[config.mk]
export PLATFORM = sky130hd
export DESIGN_NAME = line_buffer_scheduler
export DESIGN_NICKNAME = d
export VERILOG_FILES = /design/src/rtl/line_buffer_scheduler.sv
export SDC_FILE = /design/constraint.sdc
export NUM_CORES = 1
export LEC_CHECK = 0
export ABC_AREA = 0
export CORE_MARGIN = 2
export CORE_UTILIZATION = 34
export DETAILED_ROUTE_END_ITERATION = 10
export HOLD_SLACK_MARGIN = 0.02
export SYNTH_ARGS = -nofsm -noshare
export SYNTH_HDL_FRONTEND = slang
export SYNTH_SLANG_ARGS = --single-unit
[constraint.sdc]
create_clock -name clk -period 3.78 [get_ports clk]
set_input_delay 0.378 -clock clk [delete_from_list [all_inputs] [get_ports clk]]
set_output_delay 0.378 -clock clk [all_outputs]
set_load 0.1 [all_outputs]
[src/rtl/line_buffer_scheduler.sv]
// rtl/line_buffer_scheduler.sv - write/read scheduler for three rotating line buffers feeding a 3x3 window engine
module line_buffer_scheduler #(
   parameter int ROW_LEN  = 96,
   parameter int IMG_ROWS = 100
) (
   input  logic       clk,
   input  logic       rst,
   input  logic       start,
   input  logic       in_valid,
   output logic       in_ready,
   output logic [2:0] wr_en,
   output logic [6:0] wr_addr,
   input  logic       conv_stall,
   output logic       rd_en,
   output logic [6:0] rd_addr,
   output logic [1:0] k,
   output logic       row_done,
   output logic       frame_done,
   output logic       busy
);

   typedef enum logic [2:0] {
      S_IDLE,
      S_FILL,
      S_COMPUTE,
      S_ROW_END,
      S_REFILL,
      S_DONE
   } state_t;

   localparam logic [6:0] LAST_COL = 7'(ROW_LEN - 1);
   localparam logic [6:0] LAST_WIN = 7'(ROW_LEN - 3);
   localparam logic [9:0] ROWS_MAX = 10'(IMG_ROWS);

   state_t     state;
   state_t     state_next;
   logic [1:0] wr_sel;
   logic [9:0] rows_loaded;
   logic       wr_phase;
   logic       transfer;
   logic       row_last;

   function automatic logic [1:0] mod3_inc(input logic [1:0] v);
      return (v == 2'd2) ? 2'd0 : v + 2'd1;
   endfunction

   assign wr_phase = (state == S_FILL) || (state == S_REFILL);
   assign in_ready = wr_phase;
   assign transfer = in_valid & wr_phase;
   assign row_last = (wr_addr == LAST_COL);
   assign rd_en    = (state == S_COMPUTE) && !conv_stall;
   assign wr_en    = transfer ? (3'b001 << wr_sel) : 3'b000;
   assign busy     = (state != S_IDLE);

   always_comb begin
      state_next = state;
      row_done   = 1'b0;
      frame_done = 1'b0;
      case (state)
         S_IDLE: begin
            if (start) state_next = S_FILL;
         end
         S_FILL: begin
            if (transfer && row_last && rows_loaded == 10'd2) state_next = S_COMPUTE;
         end
         S_REFILL: begin
            if (transfer && row_last) state_next = S_COMPUTE;
         end
         S_COMPUTE: begin
            if (rd_en && rd_addr == LAST_WIN) state_next = S_ROW_END;
         end
         S_ROW_END: begin
            row_done   = 1'b1;
            state_next = (rows_loaded == ROWS_MAX) ? S_DONE : S_REFILL;
         end
         S_DONE: begin
            frame_done = 1'b1;
            state_next = S_IDLE;
         end
         default: state_next = S_IDLE;
      endcase
   end

   // The initial fill rotates wr_sel; refills always target the oldest row k and then rotate k.
   always_ff @(posedge clk) begin
      if (rst) begin
         state       <= S_IDLE;
         wr_addr     <= '0;
         rd_addr     <= '0;
         k           <= '0;
         wr_sel      <= '0;
         rows_loaded <= '0;
      end else begin
         state <= state_next;
         case (state)
            S_IDLE: begin
               if (start) begin
                  wr_addr     <= '0;
                  rd_addr     <= '0;
                  k           <= '0;
                  wr_sel      <= '0;
                  rows_loaded <= '0;
               end
            end
            S_FILL, S_REFILL: begin
               if (transfer) begin
                  if (row_last) begin
                     wr_addr     <= '0;
                     rows_loaded <= rows_loaded + 10'd1;
                     if (state == S_FILL) wr_sel <= mod3_inc(wr_sel);
                     else                 k      <= mod3_inc(k);
                  end else begin
                     wr_addr <= wr_addr + 7'd1;
                  end
               end
            end
            S_COMPUTE: begin
               if (rd_en) rd_addr <= (rd_addr == LAST_WIN) ? 7'd0 : rd_addr + 7'd1;
            end
            S_ROW_END: begin
               wr_sel <= k;
            end
            default: ;
         endcase
      end
   end

endmodule

### After elaboration in Yosys (flattened, before gate mapping)

Cells that the tools add are included.

* register bits after elaboration: 31
* bits of input ports: 5
* output and inout bits: 24
* logic and storage cells: 82

* $add $sub $neg: 5
* equal/unequal tests: 20
* shifts and indexed selects: 1
* mux-type cells: 31
* bitwise logic cells: 1
* reduce and logical (&&, ||, !) cells: 18

Operators by type and width (number)
* 2-to-1 mux 7 bit: 5
* 2-to-1 mux 10 bit: 3
* one-hot mux 7 bit (2 select lines): 2
* one-hot mux 10 bit (2 select lines): 1
* 2-to-1 mux 2 bit: 9
* 2-to-1 mux 3 bit: 5
* one-hot mux 3 bit (5 select lines): 1
* adder 7 x 1 -> 7 bit (second input constant): 2
* == test 7 bit (second input constant): 2
* inequality test 2 bit (second input constant): 6
* adder 10 x 1 -> 10 bit (second input constant): 1
* == test 10 x 2 -> 1 bit (second input constant): 1
* == test 10 x 7 -> 1 bit (second input constant): 1
* AND reduction 5 bit: 2
* AND reduction 4 bit: 2
* == test 3 x 2 -> 1 bit (second input constant): 2
* == test 3 bit (second input constant): 2
* inequality test 2 x 1 -> 1 bit (second input constant): 3
* one-hot mux 2 bit (3 select lines): 1
* AND reduction 3 bit: 2
* nonzero test 3 bit: 2
* adder 2 x 1 -> 2 bit (second input constant): 2
* == test 2 bit (second input constant): 2
* logical AND 1 bit: 4
* 10 further kinds: 13

### Logic depth before layout (Yosys ltp)

* depth in word-level cells: 7
* depth in mapped cells: 8
* mapped depth without buffers: 7

### Least setup slack after synthesis

No wires, ideal clock.

* path type: register -> output
* start point: register state[2]
* end point: output port wr_en[1]
* data arrival time: 4.047 ns
* data required time: 3.402 ns
* setup slack: -0.645 ns
* cell stages (with the launch flop): 8
* path buffers: 2
* cells stage by stage: dfxtp_1 -> buf_4 -> xnor2_1 -> or2_1 -> clkbuf_1 -> inv_1 -> nand2_1 -> nor3b_1

* word-level cells in the longest chain between the ends: 4
* elaborated cells on any way between the ends: 5
* classes of those cells: eq/ne (2); mux (1); bitwise (1); reduce/logical (1)

Ends and longest elaborated chain
* from (decl): line 35 `state_t state;`
* from (signal assigned): line 94 `state <= state_next;`
* == test 3 x 1 -> 1 bit or == test 3 bit (tied branches): line 47 `assign wr_phase = (state == S_FILL) || (state == S_REFILL);`
* logical OR 1 bit *: line 47
* via in_ready: line 10 `output logic in_ready,`
* bitwise AND 1 bit *: line 49 `assign transfer = in_valid & wr_phase;`
* 2-to-1 mux 3 bit *: line 52 `assign wr_en = transfer ? (3'b001 << wr_sel) : 3'b000;`
* to (decl): line 11 `output logic [2:0] wr_en,`

The timed path passes the listed nets; every way through them passes the cells marked *.

### Final worst setup path

* start point: register state[1]
* end point: output port frame_done

* word-level cells in the longest chain between the ends: 2

Ends and longest elaborated chain
* == test 3 bit: line 59 `case (state)`
* 2-to-1 mux 1 bit: line 59
* to (decl): line 18 `output logic frame_done,`

No other way between the ends.

==> results_dict.tcl <==
set metrics [dict create \
    status "complete, no violations" \
    worst_ep_required_time_ps 3400 \
    yosys.area.top_type "sky130_fd_sc_hd__dfxtp_1" \
    fin_worst_skew_ps 6.11 \
    initial_core_utilization_pct 35.9 \
    report.final.hold_viol_count 0 \
    synth_nets 222 \
    wire_per_inst_um 12.1 \
    areaGrowthSynthToFinish_pct 25.1 \
    layout_min_cycle_time_ps 2620 \
    place_area_um2 2070 \
    grt_pass1_vias 1426 \
    regToRegEndpoint "rows_loaded[7]" \
    routed-via-count 1576 \
    post_dp_hpwl_um 2740 \
    die_h_um 75.4 \
    final-setup-viol-count 0 \
    dr.first_iter.drc_count 82 \
    power_after_layout_mw 1.09 \
    hold_start "rows_loaded[8]" \
    synth_top_area_share_pct 35.8 \
    drc 0 \
    synthesis.area_um2 1730 \
    synth-seq-cells 31 \
    max-vdd-ir-drop_mv 0.205 \
    synth.distinct_cells 47 \
    synth_area_leaders "sky130_fd_sc_hd__dfxtp_1 36%, sky130_fd_sc_hd__xnor2_1 6.6%, sky130_fd_sc_hd__nor2_1 6.1%" \
    final_slew_viol_count 0 \
    synthMostInstantiatedCell "sky130_fd_sc_hd__dfxtp_1" \
    clock_sink_count 31 \
    reg2reg_path_depth 6 \
    max_clock_freq_ghz 0.382 \
    synthesis.instances 211 \
    grt_setup_unrepaired "no" \
    min_path_type "reg -> reg" \
    routed_wl_um 3720 \
    ios 29 \
    ctsHtreeMaxLevel 2 \
    setup-tns-final_ps 0 \
    synth_commonest_cells "31 x sky130_fd_sc_hd__dfxtp_1, 28 x sky130_fd_sc_hd__nor2_1, 15 x sky130_fd_sc_hd__a21oi_1, 15 x sky130_fd_sc_hd__nor3_1, 13 x sky130_fd_sc_hd__xnor2_1" \
    whs_ps 509 \
    syn_area_per_cell_um2 8.21 \
    crit_path_max_fanout 22 \
    root_buffer "sky130_fd_sc_hd__clkbuf_8" \
    reg2reg_from "wr_addr[0]" \
    cts_buffer_depth 2 \
    cpPeakStageDelay_ps 1120 \
    worst_pin_slew_ps 977 \
    dr.pass1.iters 4 \
    asyncSetResetFlopFracSynth_pct 0 \
    critical_path.slowest_cell "sky130_fd_sc_hd__clkdlybuf4s50_1" \
    globalRouteOverflowTotal 0 \
    grt_start_max_net_pins 23 \
    critical_path_cell_by_cell "buf_4 > inv_1 > and3_1 > clkdlybuf4s50_1" \
    share_of_total_power_in_combinational_logic_pct 38.4 \
    n_antenna_cell 0 \
    seqPwrFrac_pct 35.5 \
    cp_data_arrival_time_ps 2240 \
    drive_gt1_share_pct 10.8 \
    cts.reportedPaths.clkPinSlew_ps 70 \
    grt_antenna_before_repair 0 \
    floorplan.rows 25 \
    final_net_count 251 \
    power_density_nw_per_um2 502 \
    warnings_from_yosys 0 \
    track_usage_pct 14.5 \
    gp_congestion 0.790 \
    power.switching_fraction_pct 41.6 \
    power.switching_uw 452 \
    clock_tree_from_tritoncts "done" \
    cts-buffers-inserted 5 \
    maxSlewHeadroom_pct 34.7 \
    core_area_um2 4820 \
    design_area_um2 2170 \
    crit_path_start_kind "flop" \
    critPathCaptureType "primary output" \
    cts_hold_buf 0 \
    final_min_period_over_clock_period_pct 69.3 \
    port_buffers 28 \
    grt_pass1_wl_um 6440 \
    fp.dieW_um 75.4 \
    worstHoldEndpoint "rows_loaded[9]" \
    leakage_nw 0.765 \
    viasPerCell 5.12 \
    cap_violations 0 \
    synthFlopType "sky130_fd_sc_hd__dfxtp_1" \
    share_of_synthesized_area_occupied_by_flip_flops_and_latches_pct 35.8 \
    timing_worst_setup_path_type "reg -> out" \
    final_antenna_net_count 0 \
    holdPathStages 2 \
    synth-edff-count 0 \
    clk_pwr_share_pct 26.1 \
    final_util_pct 45.0 \
    post_cts.repair.setup_buffers 0 \
    reg2reg_slack_ps 1750 \
    floorplan.die_area_um2 5680 \
    insertion_delay_ps 280 \
    p_int_uw 635 \
    cts.repair.resized 0 \
]
[cells by family (layout without fill, tap and decap cells)]
kind of cell	Yosys count	count (layout)	share of synthesized area (%)
AOI/OAI and AO/OA	36	36	13.6
xor gates and xnor gates	17	17	8.60
adders and majority gates	6	6	4.34
buffers and inverters	18	48	4.26
DFF	31	31	35.8
muxes	3	3	1.81
and+or+nand+nor	100	100	31.6
[per-layer routing]
metal / GRT usage, % / up-vias / part of all wire [%]
li1: - / 805 / -
met2: 20.9 / 30 / 43
met1: 21.1 / 739 / 52
met4: 4.09 / 0 / 0.59
met3: 4.37 / 2 / 3.7
met5: 0 / - / 0
[worst max-delay path by stage]
stage               startpoint        endpoint  slack, ps  cells after the start
floorplan             state[2]        wr_en[0]       -490                      7
global placement      in_valid  rows_loaded[7]       1490                      7
detailed placement    in_valid  rows_loaded[7]       1420                      7
CTS                   state[1]      frame_done       1160                      4
global route          state[0]        wr_en[2]       1010                      6
finish                state[1]      frame_done       1160                      4
[metrics by stage]
| step | worst slack, ps | std cells |
|---|---|---|
| 5_1_grt | 1010 | 308 |
| 3_5_place_dp | 1420 | 300 |
| 6_report | 1160 | 308 |
| 2_1_floorplan | -495 | 211 |
| 3_3_place_gp | 1490 | 300 |
| 4_1_cts | 1160 | 308 |
[state kept, by name (all words and copies together) (netlist names)]
register and count:
rows_loaded 10, rd_addr 7, wr_addr 7, state 3, k 2, wr_sel 2
[layout make-up]
type | instances | area [µm²]
Sequential cell | 31 | 621
Fill cell | 513 | 2650
Timing Repair Buffer | 31 | 285
Inverter | 9 | 33.8
Tap cell | 67 | 83.8
Clock buffer | 8 | 100
Multi-Input combinational cell | 162 | 1040
[cell usage in the layout, fill, tap and decap left out, types with 8 or more instances in the layout]
cell	n
sky130_fd_sc_hd__dfxtp_1	31
sky130_fd_sc_hd__xnor2_1	13
sky130_fd_sc_hd__buf_4	10
sky130_fd_sc_hd__nand3_1	8
sky130_fd_sc_hd__nor2_1	28
sky130_fd_sc_hd__clkdlybuf4s50_1	21
sky130_fd_sc_hd__nor3_1	15
sky130_fd_sc_hd__inv_1	8
sky130_fd_sc_hd__a21oi_1	15
[power groups by stage]
stage / combinational, mW / sequential, mW / clock (mW)
final: 0.418 / 0.386 / 0.284
after floorplan: 0.287 / 0.438 / 0
after detailed placement: 0.417 / 0.393 / 0
after global placement: 0.416 / 0.392 / 0
after global routing: 0.455 / 0.391 / 0.313
after CTS: 0.419 / 0.385 / 0.297
[critical path: cells and delay by family (launching register included)]
kind / cells / cell delay [ps]
flops: 1 / 300
simple gates: 1 / 170
buf+inv: 3 / 1490
(Power assumes the default switching activity.)
